[config.mk]
export PLATFORM = sky130hd
export DESIGN_NAME = wb_master_standard_flat
export DESIGN_NICKNAME = d
export VERILOG_FILES = /design/src/rtl/wb_master_standard_pkg.sv /design/src/rtl/wb_master_standard_if.sv /design/src/rtl/wb_master_standard.sv /design/src/flat_wrapper.sv
export SDC_FILE = /design/constraint.sdc
export NUM_CORES = 1
export LEC_CHECK = 0
export ABC_CLOCK_PERIOD_IN_PS = 1700
export CAP_MARGIN = 20
export CORE_ASPECT_RATIO = 0.75
export CORE_MARGIN = 4
export CORE_UTILIZATION = 35
export DETAILED_ROUTE_END_ITERATION = 6
export PLACE_DENSITY = 0.86
export SKIP_LAST_GASP = 1
export SLEW_MARGIN = 20
export SYNTH_ARGS = -nofsm -noshare
export SYNTH_HDL_FRONTEND = slang
export SYNTH_SLANG_ARGS = --single-unit
[constraint.sdc]
create_clock -name clk -period 1.7 [get_ports clk]
set_clock_uncertainty 0.05 [all_clocks]
set_input_delay 0.17 -clock clk [delete_from_list [all_inputs] [get_ports clk]]
set_output_delay 0.17 -clock clk [all_outputs]
set_load 0.005 [all_outputs]
[src/rtl/wb_master_standard_pkg.sv]
// Shared types and helpers for the Wishbone classic single-transfer master.
package wb_master_pkg;

  typedef enum logic {
    IDLE = 1'b0,
    BUS  = 1'b1
  } state_t;

  // Wait counter must hold 0..timeout-1; a disabled timeout still needs one bit.
  function automatic int cnt_width(input int timeout);
    return (timeout > 0) ? $clog2(timeout + 1) : 1;
  endfunction

endpackage

[src/rtl/wb_master_standard_if.sv]
// Command/response stream plus Wishbone classic bus signals of the master.
interface wb_master_standard_if #(
  parameter int adr_width = 16,
  parameter int dat_width = 16
);

  logic                 cmd_valid;
  logic                 cmd_ready;
  logic                 cmd_we;
  logic [adr_width-1:0] cmd_adr;
  logic [dat_width-1:0] cmd_dat;

  logic                 rsp_valid;
  logic [dat_width-1:0] rsp_dat;
  logic                 rsp_err;

  logic                 wb_cyc;
  logic                 wb_stb;
  logic                 wb_we;
  logic [adr_width-1:0] wb_adr;
  logic [dat_width-1:0] wb_dat_m;
  logic [dat_width-1:0] wb_dat_s;
  logic                 wb_ack;
  logic                 wb_err;

  modport master (
    input  cmd_valid, cmd_we, cmd_adr, cmd_dat, wb_dat_s, wb_ack, wb_err,
    output cmd_ready, rsp_valid, rsp_dat, rsp_err,
           wb_cyc, wb_stb, wb_we, wb_adr, wb_dat_m
  );

  modport slave (
    output cmd_valid, cmd_we, cmd_adr, cmd_dat, wb_dat_s, wb_ack, wb_err,
    input  cmd_ready, rsp_valid, rsp_dat, rsp_err,
           wb_cyc, wb_stb, wb_we, wb_adr, wb_dat_m
  );

endinterface

[src/rtl/wb_master_standard.sv]
// Wishbone classic master: one command in, one single read/write cycle out,
// one response back, with a bounded wait for ack.
module wb_master_standard
  import wb_master_pkg::*;
#(
  parameter int adr_width = 16,
  parameter int dat_width = 16,
  parameter int timeout   = 15
) (
  input  logic                 clk,
  input  logic                 rst,
  wb_master_standard_if.master bus
);

  localparam int cnt_w = cnt_width(timeout);

  typedef struct packed {
    logic [dat_width-1:0] dat;
    logic                 err;
  } rsp_t;

  typedef struct packed {
    logic                 cyc;
    logic                 we;
    logic [adr_width-1:0] adr;
    logic [dat_width-1:0] dat;
  } req_t;

  state_t           state_q, state_d;
  req_t             req_q, req_d;
  rsp_t             rsp_q, rsp_d;
  logic             rsp_valid_q, rsp_valid_d;
  logic [cnt_w-1:0] cnt_q, cnt_d;
  logic             accept;
  logic             timeout_hit;

  assign bus.cmd_ready = (state_q == IDLE) && !rst;
  assign accept        = bus.cmd_valid && bus.cmd_ready;
  assign timeout_hit   = (timeout != 0) && (cnt_q == cnt_w'(timeout - 1));

  // NOTE: sequential state uses non-blocking assignments so every register
  // samples pre-edge values regardless of process ordering.
  always_ff @(posedge clk) begin
    if (rst) begin
      state_q     <= IDLE;
      req_q       <= '0;
      rsp_q       <= '0;
      rsp_valid_q <= 1'b0;
      cnt_q       <= '0;
    end else begin
      state_q     <= state_d;
      req_q       <= req_d;
      rsp_q       <= rsp_d;
      rsp_valid_q <= rsp_valid_d;
      cnt_q       <= cnt_d;
    end
  end

  always_comb begin
    state_d = state_q;
    case (state_q)
      IDLE:    if (accept) state_d = BUS;
      BUS:     if (bus.wb_ack || bus.wb_err || timeout_hit) state_d = IDLE;
      default: state_d = IDLE;
    endcase
  end

  // NOTE: every signal gets a default before the case so no path leaves one
  // unassigned, which would otherwise infer a latch.
  always_comb begin
    req_d       = req_q;
    rsp_d       = rsp_q;
    rsp_valid_d = 1'b0;
    cnt_d       = cnt_q;
    case (state_q)
      IDLE: begin
        req_d.cyc = 1'b0;
        if (accept) begin
          req_d = '{cyc: 1'b1, we: bus.cmd_we, adr: bus.cmd_adr, dat: bus.cmd_dat};
          cnt_d = '0;
        end
      end
      BUS: begin
        // ack outranks both err and an expiring timeout on the same edge
        if (bus.wb_ack) begin
          req_d.cyc   = 1'b0;
          rsp_valid_d = 1'b1;
          rsp_d       = '{dat: (req_q.we ? '0 : bus.wb_dat_s), err: 1'b0};
        end else if (bus.wb_err || timeout_hit) begin
          req_d.cyc   = 1'b0;
          rsp_valid_d = 1'b1;
          rsp_d       = '{dat: '0, err: 1'b1};
        end else if (cnt_q != '1) begin
          cnt_d = cnt_q + cnt_w'(1);
        end
      end
      default: req_d.cyc = 1'b0;
    endcase
  end

  assign bus.wb_cyc    = req_q.cyc;
  assign bus.wb_stb    = req_q.cyc;
  assign bus.wb_we     = req_q.we;
  assign bus.wb_adr    = req_q.adr;
  assign bus.wb_dat_m  = req_q.dat;
  assign bus.rsp_valid = rsp_valid_q;
  assign bus.rsp_dat   = rsp_q.dat;
  assign bus.rsp_err   = rsp_q.err;

endmodule

[src/flat_wrapper.sv]
// flat-port wrapper written by rule: the top's interface ports become plain ports
module wb_master_standard_flat import wb_master_pkg::*;
#(
  parameter int adr_width = 16,
  parameter int dat_width = 16,
  parameter int timeout   = 15
)
  (clk, rst, bus_cmd_valid, bus_cmd_we, bus_cmd_adr, bus_cmd_dat, bus_wb_dat_s, bus_wb_ack, bus_wb_err, bus_cmd_ready, bus_rsp_valid, bus_rsp_dat, bus_rsp_err, bus_wb_cyc, bus_wb_stb, bus_wb_we, bus_wb_adr, bus_wb_dat_m);
  wb_master_standard_if #(.adr_width(adr_width), .dat_width(dat_width)) bus_i ();
  input  logic clk;
  input  logic rst;
  input wire logic [$bits(bus_i.cmd_valid)-1:0] bus_cmd_valid;
  input wire logic [$bits(bus_i.cmd_we)-1:0] bus_cmd_we;
  input wire logic [$bits(bus_i.cmd_adr)-1:0] bus_cmd_adr;
  input wire logic [$bits(bus_i.cmd_dat)-1:0] bus_cmd_dat;
  input wire logic [$bits(bus_i.wb_dat_s)-1:0] bus_wb_dat_s;
  input wire logic [$bits(bus_i.wb_ack)-1:0] bus_wb_ack;
  input wire logic [$bits(bus_i.wb_err)-1:0] bus_wb_err;
  output wire logic [$bits(bus_i.cmd_ready)-1:0] bus_cmd_ready;
  output wire logic [$bits(bus_i.rsp_valid)-1:0] bus_rsp_valid;
  output wire logic [$bits(bus_i.rsp_dat)-1:0] bus_rsp_dat;
  output wire logic [$bits(bus_i.rsp_err)-1:0] bus_rsp_err;
  output wire logic [$bits(bus_i.wb_cyc)-1:0] bus_wb_cyc;
  output wire logic [$bits(bus_i.wb_stb)-1:0] bus_wb_stb;
  output wire logic [$bits(bus_i.wb_we)-1:0] bus_wb_we;
  output wire logic [$bits(bus_i.wb_adr)-1:0] bus_wb_adr;
  output wire logic [$bits(bus_i.wb_dat_m)-1:0] bus_wb_dat_m;
  assign bus_i.cmd_valid = bus_cmd_valid;
  assign bus_i.cmd_we = bus_cmd_we;
  assign bus_i.cmd_adr = bus_cmd_adr;
  assign bus_i.cmd_dat = bus_cmd_dat;
  assign bus_i.wb_dat_s = bus_wb_dat_s;
  assign bus_i.wb_ack = bus_wb_ack;
  assign bus_i.wb_err = bus_wb_err;
  assign bus_cmd_ready = bus_i.cmd_ready;
  assign bus_rsp_valid = bus_i.rsp_valid;
  assign bus_rsp_dat = bus_i.rsp_dat;
  assign bus_rsp_err = bus_i.rsp_err;
  assign bus_wb_cyc = bus_i.wb_cyc;
  assign bus_wb_stb = bus_i.wb_stb;
  assign bus_wb_we = bus_i.wb_we;
  assign bus_wb_adr = bus_i.wb_adr;
  assign bus_wb_dat_m = bus_i.wb_dat_m;
  wb_master_standard #(.adr_width(adr_width), .dat_width(dat_width), .timeout(timeout)) u_core (.clk(clk), .rst(rst), .bus(bus_i));
endmodule
# Word level (Yosys, flattened, before mapping)
# Index checks and enable logic that the tools add are counted.
totals:
  ff_bits: 57
  in_bits: 54
  out_inout_bits: 54
  word_cells: 46
classes:
  n_addsub: 1
  eq_ne: 7
  muxes: 17
  n_bitwise: 1
  n_reduce_logical: 11
ops:
  columns: ["cell", "count"]
  rows:
  - ["$mux 17", 2]
  - ["$mux 34", 1]
  - ["$mux 16", 1]
  - ["$mux 4", 4]
  - ["$pmux 4 s2", 1]
  - ["$mux 1", 6]
  - ["$ne 2x2->1 const B", 3]
  - ["$add 4x1->4 const B", 1]
  - ["$eq 4x4->1 const B", 1]
  - ["$ne 4x4->1 const B", 1]
  - ["$pmux 1 s2", 2]
  - ["$reduce_and 2->1", 2]
  - ["$reduce_and 4->1", 1]
  - ["$logic_or 1x1->1", 3]
  - ["$ne 3x3->1 const B", 1]
  - ["$logic_and 1x1->1", 2]
  - ["$ne 2x1->1 const B", 1]
  - ["$reduce_bool 2->1", 1]
  - ["$reduce_or 2->1", 1]
  - ["$logic_not 1->1", 1]
  - ["$not 1->1", 1]

# Depth between registers and ports, before layout
# Gate-level depths: netlist of the first run.
depth:
  ltp_word: 5
  mapped_depth: 6
  depth_no_buf: 5

# Worst setup path after synthesis of the first run
# Ideal clock, no wire load.
synth_timing:
  path_type: "reg-to-reg"
  start: "register u_core.cnt_q[0]"
  end: "register u_core.rsp_q, in the netlist u_core.bus.rsp_dat[10]"
  setup_time_ns: 0.059
  t_arrival_ns: 1.549
  t_required_ns: 1.591
  slack_ns: 0.042
  path_stages_with_launch: 7
  path_buffers: 1
  synth_period_minus_slack_ns: 1.658
  cell_sequence: "dfxtp_1 inv_1 ha_1 a311oi_2 o21a_1 buf_2 a22o_1"
synth_between:
  elab_chain_cells: 4
synth_rtl:
  columns: ["item", "line", "text"]
  rows:
  - ["start, declared", "wb_master_standard.sv:33", "logic [cnt_w-1:0] cnt_q, cnt_d;"]
  - ["start signal, assigned", "wb_master_standard.sv:55", "cnt_q <= cnt_d;"]
  - ["$eq 4x4->1", "wb_master_standard.sv:39", "assign timeout_hit = (timeout != 0) && (cnt_q == cnt_w'(timeout - 1));"]
  - ["$logic_or 1x1->1", "wb_master_standard.sv:89", "end else if (bus.wb_err || timeout_hit) begin"]
  - ["$reduce_bool 2->1 (no line)", null, null]
  - ["$reduce_and 2->1 (no line)", null, null]
  - ["end signal, assigned", "wb_master_standard.sv:53", "rsp_q <= rsp_d;"]
  - ["end, declared", "wb_master_standard.sv:31", "rsp_t rsp_q, rsp_d;"]
# Every way passes these cells.
# A chain may end at the register's enable or synchronous reset.

# Worst setup path in the final report of the first run
layout_timing:
  start: "register u_core.cnt_q[0]"
  end: "register u_core.rsp_q, in the netlist u_core.bus.rsp_dat[1]"
# The elaborated chain is that of the path after synthesis.

==> impl_metrics.py, run 1 <==
metrics = {
    "synthesis": {
        "synth_enable_flop_cells": 0,
        "netlist_top_cells_area": "dfxtp_1 55%, nand2_1 12%, o21ai_0 8.0%",
        "most_frequent_cells_after_synthesis": "67 x nand2_1, 57 x dfxtp_1, 33 x o21ai_0",
        "synthArstFlopShare_pct": 0,
        "synth_fp_nets": 284,
        "share_of_yosys_cell_area_claimed_by_the_top_area_cell_type_pct": 55.1,
        "synth_most_common_cell": "nand2_1",
        "synth_area_sq_mm": 0.00207,
        "synth_seq_area_share_pct": 55.1,
        "synth.ff_latch_count": 57,
        "post-synth-top-area-cell": "dfxtp_1",
        "post_synthesis_mean_instance_area_sq_um": 9.09,
        "ys_warn_count": 0,
        "ys_types": 32,
        "syn_inst": 228,
        "ys.flop_type": "dfxtp_1",
    },
    "final_layout": {
        "finalCoreUtilization_pct": 63.5,
        "nets": 398,
        "post_route_cells_drive_above_1_share_pct": 9.22,
        "syn2layout_area_growth_pct": 69.3,
        "fill_cells": 450,
        "antennaDiodeCount": 0,
        "final_cell_count_no_fill": 422,
    },
    "sta": {
        "period_needed_ns": 1.57,
        "timing.fmax_mhz": 638,
        "final_hold_violating_endpoints": 0,
        "rsz0062_at_grt": "no",
        "finalCritPeriodShare_pct": 92.3,
        "max_slew.worst_pin.slew_ns": 0.337,
        "maxSlewViolCount": 0,
        "slew-limit-headroom_pct": 77.5,
        "finalSetupViolCount": 0,
    },
    "placed_design": {
        "gp_routability_congestion": 0.954,
        "place_inst": 406,
        "port_buffers": 107,
        "place.detailed.hpwl_mm": 4.56,
    },
    "global_routing": {
        "pin_count_of_the_biggest_net_entering_global_routing": 33,
        "grt_pass1_wl_mm": 9.29,
        "antenna_found_initial": 0,
        "global_route_overflow": 0,
        "grtUsageTotal_pct": 16.5,
        "grt_pass1_vias": 1906,
    },
    "die": {
        "core_region_sq_mm": 0.00553,
        "start_util_pct": 37.5,
        "row_count": 23,
        "die_height_um": 74.6,
        "dieArea_sq_mm": 0.00723,
        "dieWidth_um": 96.8,
        "num_io_pins": 108,
    },
    "detailed_routing": {
        "postRouteWirelength_mm": 6.11,
        "via_count": 2008,
        "first_iter_violations": 79,
        "wire_per_inst_um": 14.5,
        "route.met3.wl_um": 443,
        "postRouteAntennaNets": 0,
        "route.layer.met1.wl_mm": 2.63,
        "firstDrtPassIters": 4,
        "topRoutingLayerUsed": "met4",
        "drc_violations_left": 0,
        "met2WireLength_mm": 2.95,
        "routed_vias_inst": 4.76,
    },
    "clock_network": {
        "cts.root.buffer_cell": "clkbuf_8",
        "postCtsSetupRepairBufs": 0,
        "path_clk_slew_ns": 0.06,
        "htreeDepth": 3,
        "cts_tree": "built",
        "cts_hold_buffers": 0,
        "max-clock-path-buffers": 2,
        "numClockSinks": 57,
        "postCtsResizedCells": 0,
        "tritoncts_buffers": 9,
        "clkLatencyLatePin_ns": 0.33,
    },
    "job": {
        "max_capacitance_violation_count": 0,
    },
    "power_and_ir_drop": {
        "p_leak_nw": 1.34,
        "peakVddDrop_v": 0.000633,
        "powerDensity_mw_per_mm2": 920,
    },
    "worst_setup_path": {
        "worstPathCellList": "inv_1, ha_1, a311oi_2, o21a_1, buf_12, a22o_1",
        "worst-setup-path-type": "reg -> reg",
        "critical_path.startpoint_type": "flip-flop",
        "worstPathRequired_ns": 1.92,
        "endpoint_kind": "flip-flop",
        "cp_max_fo": 16,
        "critPathMaxStageDelay_ns": 0.37,
        "cp_slowest_cell": "dfxtp_2",
        "arrival_ns": 1.79,
    },
    "worst_hold_path": {
        "worstHoldPathType": "in -> reg",
    },
    "status": {
        "outcome": "completed",
    },
}
## logic make-up (layout without fill, tap and decap cells)
group / count (synthesis) / in the layout / synth area share [%]
simple gates: 83 / 83 / 17.6
fa+ha+maj: 2 / 2 / 1.21
flops: 57 / 57 / 55.1
compound gates: 66 / 66 / 21.4
buf+inv: 20 / 139 / 4.77
## cells in the final DEF (no fill, tap or decap), drive strengths merged, types with 2 or more instances in the layout
master / count
nor3b: 2
o21ai: 33
o21a: 2
nand3: 3
nand2: 67
buf: 11
dfxtp: 57
clkdlybuf4s50: 106
a21oi: 2
nand2b: 2
nor2: 3
inv: 5
a31oi: 2
o2111ai: 3
a22o: 16
or3: 2
ha: 2
clkbuf: 14
## final cells by class
| cell class | instances | area, sq um | share of cell area, % |
|---|---|---|---|
| repair buffers | 118 | 1210 | 34.4 |
| inverters | 5 | 18.8 | 0.535 |
| clock buffers | 14 | 173 | 4.92 |
| clock inverters | 2 | 35.0 | 0.999 |
| well taps | 75 | 93.8 | 2.68 |
| flip-flops and latches | 57 | 1140 | 32.6 |
| multi-input cells | 151 | 838 | 23.9 |
## path summary, 6_finish.rpt
path                                           start                    end  slack [ns]  depth (start not counted)
worst max-delay path                 u_core.cnt_q[0]  u_core.bus.rsp_dat[1]        0.13                          6
worst min-delay path                      bus_cmd_we       u_core.bus.wb_we        0.34                          3
worst max register to register       u_core.cnt_q[0]  u_core.bus.rsp_dat[1]        0.13                          6
worst min register to register  u_core.bus.wb_adr[9]   u_core.bus.wb_adr[9]        0.40                          2
## sequential cells by signal, indices dropped and copies added, names as in the netlist, 4 cells and up
name                 flops
u_core.bus.rsp_dat      16
u_core.cnt_q             4
u_core.bus.wb_adr       16
u_core.bus.wb_dat_m     16
## metal layers
layer / track usage (%) / vias to the layer above
met1: 19.3 / 917
met5: 0 / -
li1: - / 1009
met2: 27.2 / 75
met4: 7.79 / 0
met3: 6.48 / 7
## stage by stage
step	cell area [sq um]	TNS, ns	hold WS (ns)	setup WS [ns]	total power, mW
after floorplan	2070	0	0.229	0.0423	1.61
after global placement	3300	0	0.392	0.00386	1.94
after detailed placement	3300	-0.0178	0.400	-0.0178	1.96
after CTS	3500	0	0.325	0.00743	3.28
after global routing	3510	0	0.327	0.0231	3.36
final	3510	0	0.343	0.132	3.23
## critical path: cells and delay by family (launching register included)
family,cells,cell delay [ns]
AO/OA/AOI/OAI,3,0.64
adder cells (fa/ha/maj),1,0.24
buffers and inverters,2,0.20
flip-flops,1,0.37
## report_power, final
part | internal [mW] | switching (mW)
registers | 1.41 | 0.0421
logic | 0.308 | 0.165
clock network | 0.796 | 0.502
Note: power is estimated with default switching activity, not from simulation.
==> run 2, diff against run 1 <==
--- a/config.mk
+++ b/config.mk
@@ -12,6 +12,7 @@
 export CORE_UTILIZATION = 35
 export DETAILED_ROUTE_END_ITERATION = 6
 export PLACE_DENSITY = 0.86
+export RECOVER_POWER = 25
 export SKIP_LAST_GASP = 1
 export SLEW_MARGIN = 20
 export SYNTH_ARGS = -nofsm -noshare
==> run 2 against run 1 <==
Net effect: register-to-register slack is essentially flat; via count shrank 0.15%; sequential cell count is the same; cell area shrank 0.36%; wire length shrank 0.49%; largest power group unchanged.
==> impl_metrics.py, run 2 (synthesized netlist as in run 1, its figures left out) <==
metrics = {
    "worst_setup_path": {
        "arrival_ns": 1.79,
        "regToRegEndpoint": "u_core.bus.rsp_dat[1]",
        "cp_slowest_cell": "dfxtp_2",
        "critPathMaxStageDelay_ns": 0.37,
        "critical_path.startpoint_type": "flip-flop",
        "worst_path_dominant_cell_family": "compound AO/OA/AOI/OAI gates",
        "worst-setup-path-type": "reg -> reg",
        "cp_max_fo": 16,
        "worst_r2r_path_depth": 6,
        "regToRegStartpoint": "u_core.cnt_q[0]",
        "endpoint_kind": "flip-flop",
        "worstPathRequired_ns": 1.92,
        "regToRegSetupSlack_ns": 0.13,
        "worstPathCellList": "inv_1, ha_1, a311oi_2, o21a_1, buf_12, a22o_1",
        "wp_buf_inv": 2,
    },
    "worst_hold_path": {
        "whs_endpoint": "u_core.bus.wb_we",
        "min-delay-start": "bus_cmd_we",
        "worstHoldPathType": "in -> reg",
        "hold-path-cell-count": 3,
    },
    "power_and_ir_drop": {
        "totalPowerFinal_mw": 3.22,
        "p_leak_nw": 1.33,
        "powerDensity_mw_per_mm2": 921,
        "peakVddDrop_v": 0.000633,
    },
    "die": {
        "dieWidth_um": 96.8,
        "die_height_um": 74.6,
        "row_count": 23,
        "core_region_sq_mm": 0.00553,
        "dieArea_sq_mm": 0.00723,
        "start_util_pct": 37.5,
        "num_io_pins": 108,
    },
    "detailed_routing": {
        "first_iter_violations": 85,
        "drc_violations_left": 0,
        "firstDrtPassIters": 4,
        "via_count": 2005,
        "postRouteWirelength_mm": 6.08,
        "wire_per_inst_um": 14.4,
        "postRouteAntennaNets": 0,
        "routed_vias_inst": 4.75,
    },
    "job": {
        "max_capacitance_violation_count": 0,
    },
    "sta": {
        "period_needed_ns": 1.57,
        "max_slew.worst_pin.slew_ns": 0.470,
        "slew-limit-headroom_pct": 68.5,
        "maxSlewViolCount": 0,
        "rsz0062_at_grt": "no",
        "timing.fmax_mhz": 639,
        "finalSetupViolCount": 0,
        "final_hold_violating_endpoints": 0,
        "finalCritPeriodShare_pct": 92.1,
    },
    "final_layout": {
        "fin_area_sq_mm": 0.00349,
        "layout.cells.most_common": "clkdlybuf4s50_1",
        "layout_common_cells": "104 x clkdlybuf4s50_1, 67 x nand2_1, 56 x dfxtp_1",
        "post_route_cells_drive_above_1_share_pct": 8.93,
        "antennaDiodeCount": 0,
        "syn2layout_area_growth_pct": 68.7,
        "final_cell_count_no_fill": 422,
        "nets": 398,
        "fill_cells": 455,
    },
    "clock_network": {
        "clkLatencyLatePin_ns": 0.33,
        "cts_tree": "built",
        "tritoncts_buffers": 9,
        "htreeDepth": 3,
        "numClockSinks": 57,
        "max-clock-path-buffers": 2,
        "path_clk_slew_ns": 0.06,
        "postCtsSetupRepairBufs": 0,
        "cts.root.buffer_cell": "clkbuf_8",
    },
    "placed_design": {
        "place_inst": 406,
        "place.detailed.hpwl_mm": 4.56,
        "port_buffers": 107,
        "post_dp_cell_area_sq_mm": 0.00330,
        "gp_routability_congestion": 0.954,
    },
    "global_routing": {
        "pin_count_of_the_biggest_net_entering_global_routing": 33,
        "global_route_overflow": 0,
        "grt_pass1_vias": 1906,
        "grt_pass1_wl_mm": 9.29,
        "antenna_found_initial": 0,
        "grtUsageTotal_pct": 16.5,
    },
    "status": {
        "outcome": "completed",
    },
}
run 2: repair_timing:
| action | in CTS | in global routing |
|---|---|---|
| hold buffers | 0 | 0 |
| endpoints found under the hold margin | 0 | 0 |
| resized for setup | 0 | 2 |
| endpoints found under the setup margin | 0 | 17 |
run 2: how the worst max path moves through the flow:
stage | cells after the start | to | startpoint | slack (ns)
after floorplan | 6 | u_core.bus.rsp_dat[10] | u_core.cnt_q[0] | 0.04
after global placement | 4 | u_core.cnt_q[3] | bus_wb_ack | 0.004
after detailed placement | 5 | u_core.cnt_q[2] | bus_wb_ack | -0.02
after CTS | 3 | bus_cmd_ready | u_core.state_q | 0.007
after global routing | 6 | u_core.bus.rsp_dat[1] | u_core.cnt_q[0] | 0.02
final | 6 | u_core.bus.rsp_dat[1] | u_core.cnt_q[0] | 0.13
run 2: report_power, final:
| part | internal (mW) | switching (mW) | leakage, nW |
|---|---|---|---|
| clock network | 0.796 | 0.502 | 0.107 |
| registers | 1.41 | 0.0418 | 0.467 |
| logic | 0.304 | 0.164 | 0.754 |
| total | 2.51 | 0.707 | 1.33 |
run 2: area by class of cell:
type,count,area [sq um],share of cell area [%]
timing repair buffer,118,1200,34.3
inverter,5,18.8,0.537
sequential,57,1140,32.7
clock buffer,14,173,4.94
multi-input combinational,151,832,23.8
tap,75,93.8,2.69
clock inverter,2,35.0,1.00
run 2: routing by layer:
metal | routed length [um] | track usage (%) | part of all wire (%) | vias up
li1 | - | - | - | 1011
met1 | 2630 | 19.3 | 43 | 912
met2 | 2930 | 27.2 | 48 | 73
met3 | 433 | 6.48 | 7.1 | 9
met4 | 92 | 7.79 | 1.5 | 0
met5 | 0 | 0 | 0 | -
run 2: through the flow:
stage | setup TNS, ns | worst slack [ns] | hold WS [ns] | utilization, %
floorplan | 0 | 0.0423 | 0.229 | -
global placement | 0 | 0.00386 | 0.392 | 59.6
detailed placement | -0.0178 | -0.0178 | 0.400 | 59.6
CTS | 0 | 0.00743 | 0.325 | 63.4
global route | 0 | 0.0231 | 0.327 | 63.2
finish | 0 | 0.135 | 0.343 | 63.2
run 2: worst register-to-register path, stage by stage (launching register included):
cell	delay [ns]
dfxtp_2	0.37
inv_1	0.05
ha_1	0.24
a311oi_2	0.32
o21a_1	0.19
buf_12	0.15
a22o_1	0.13
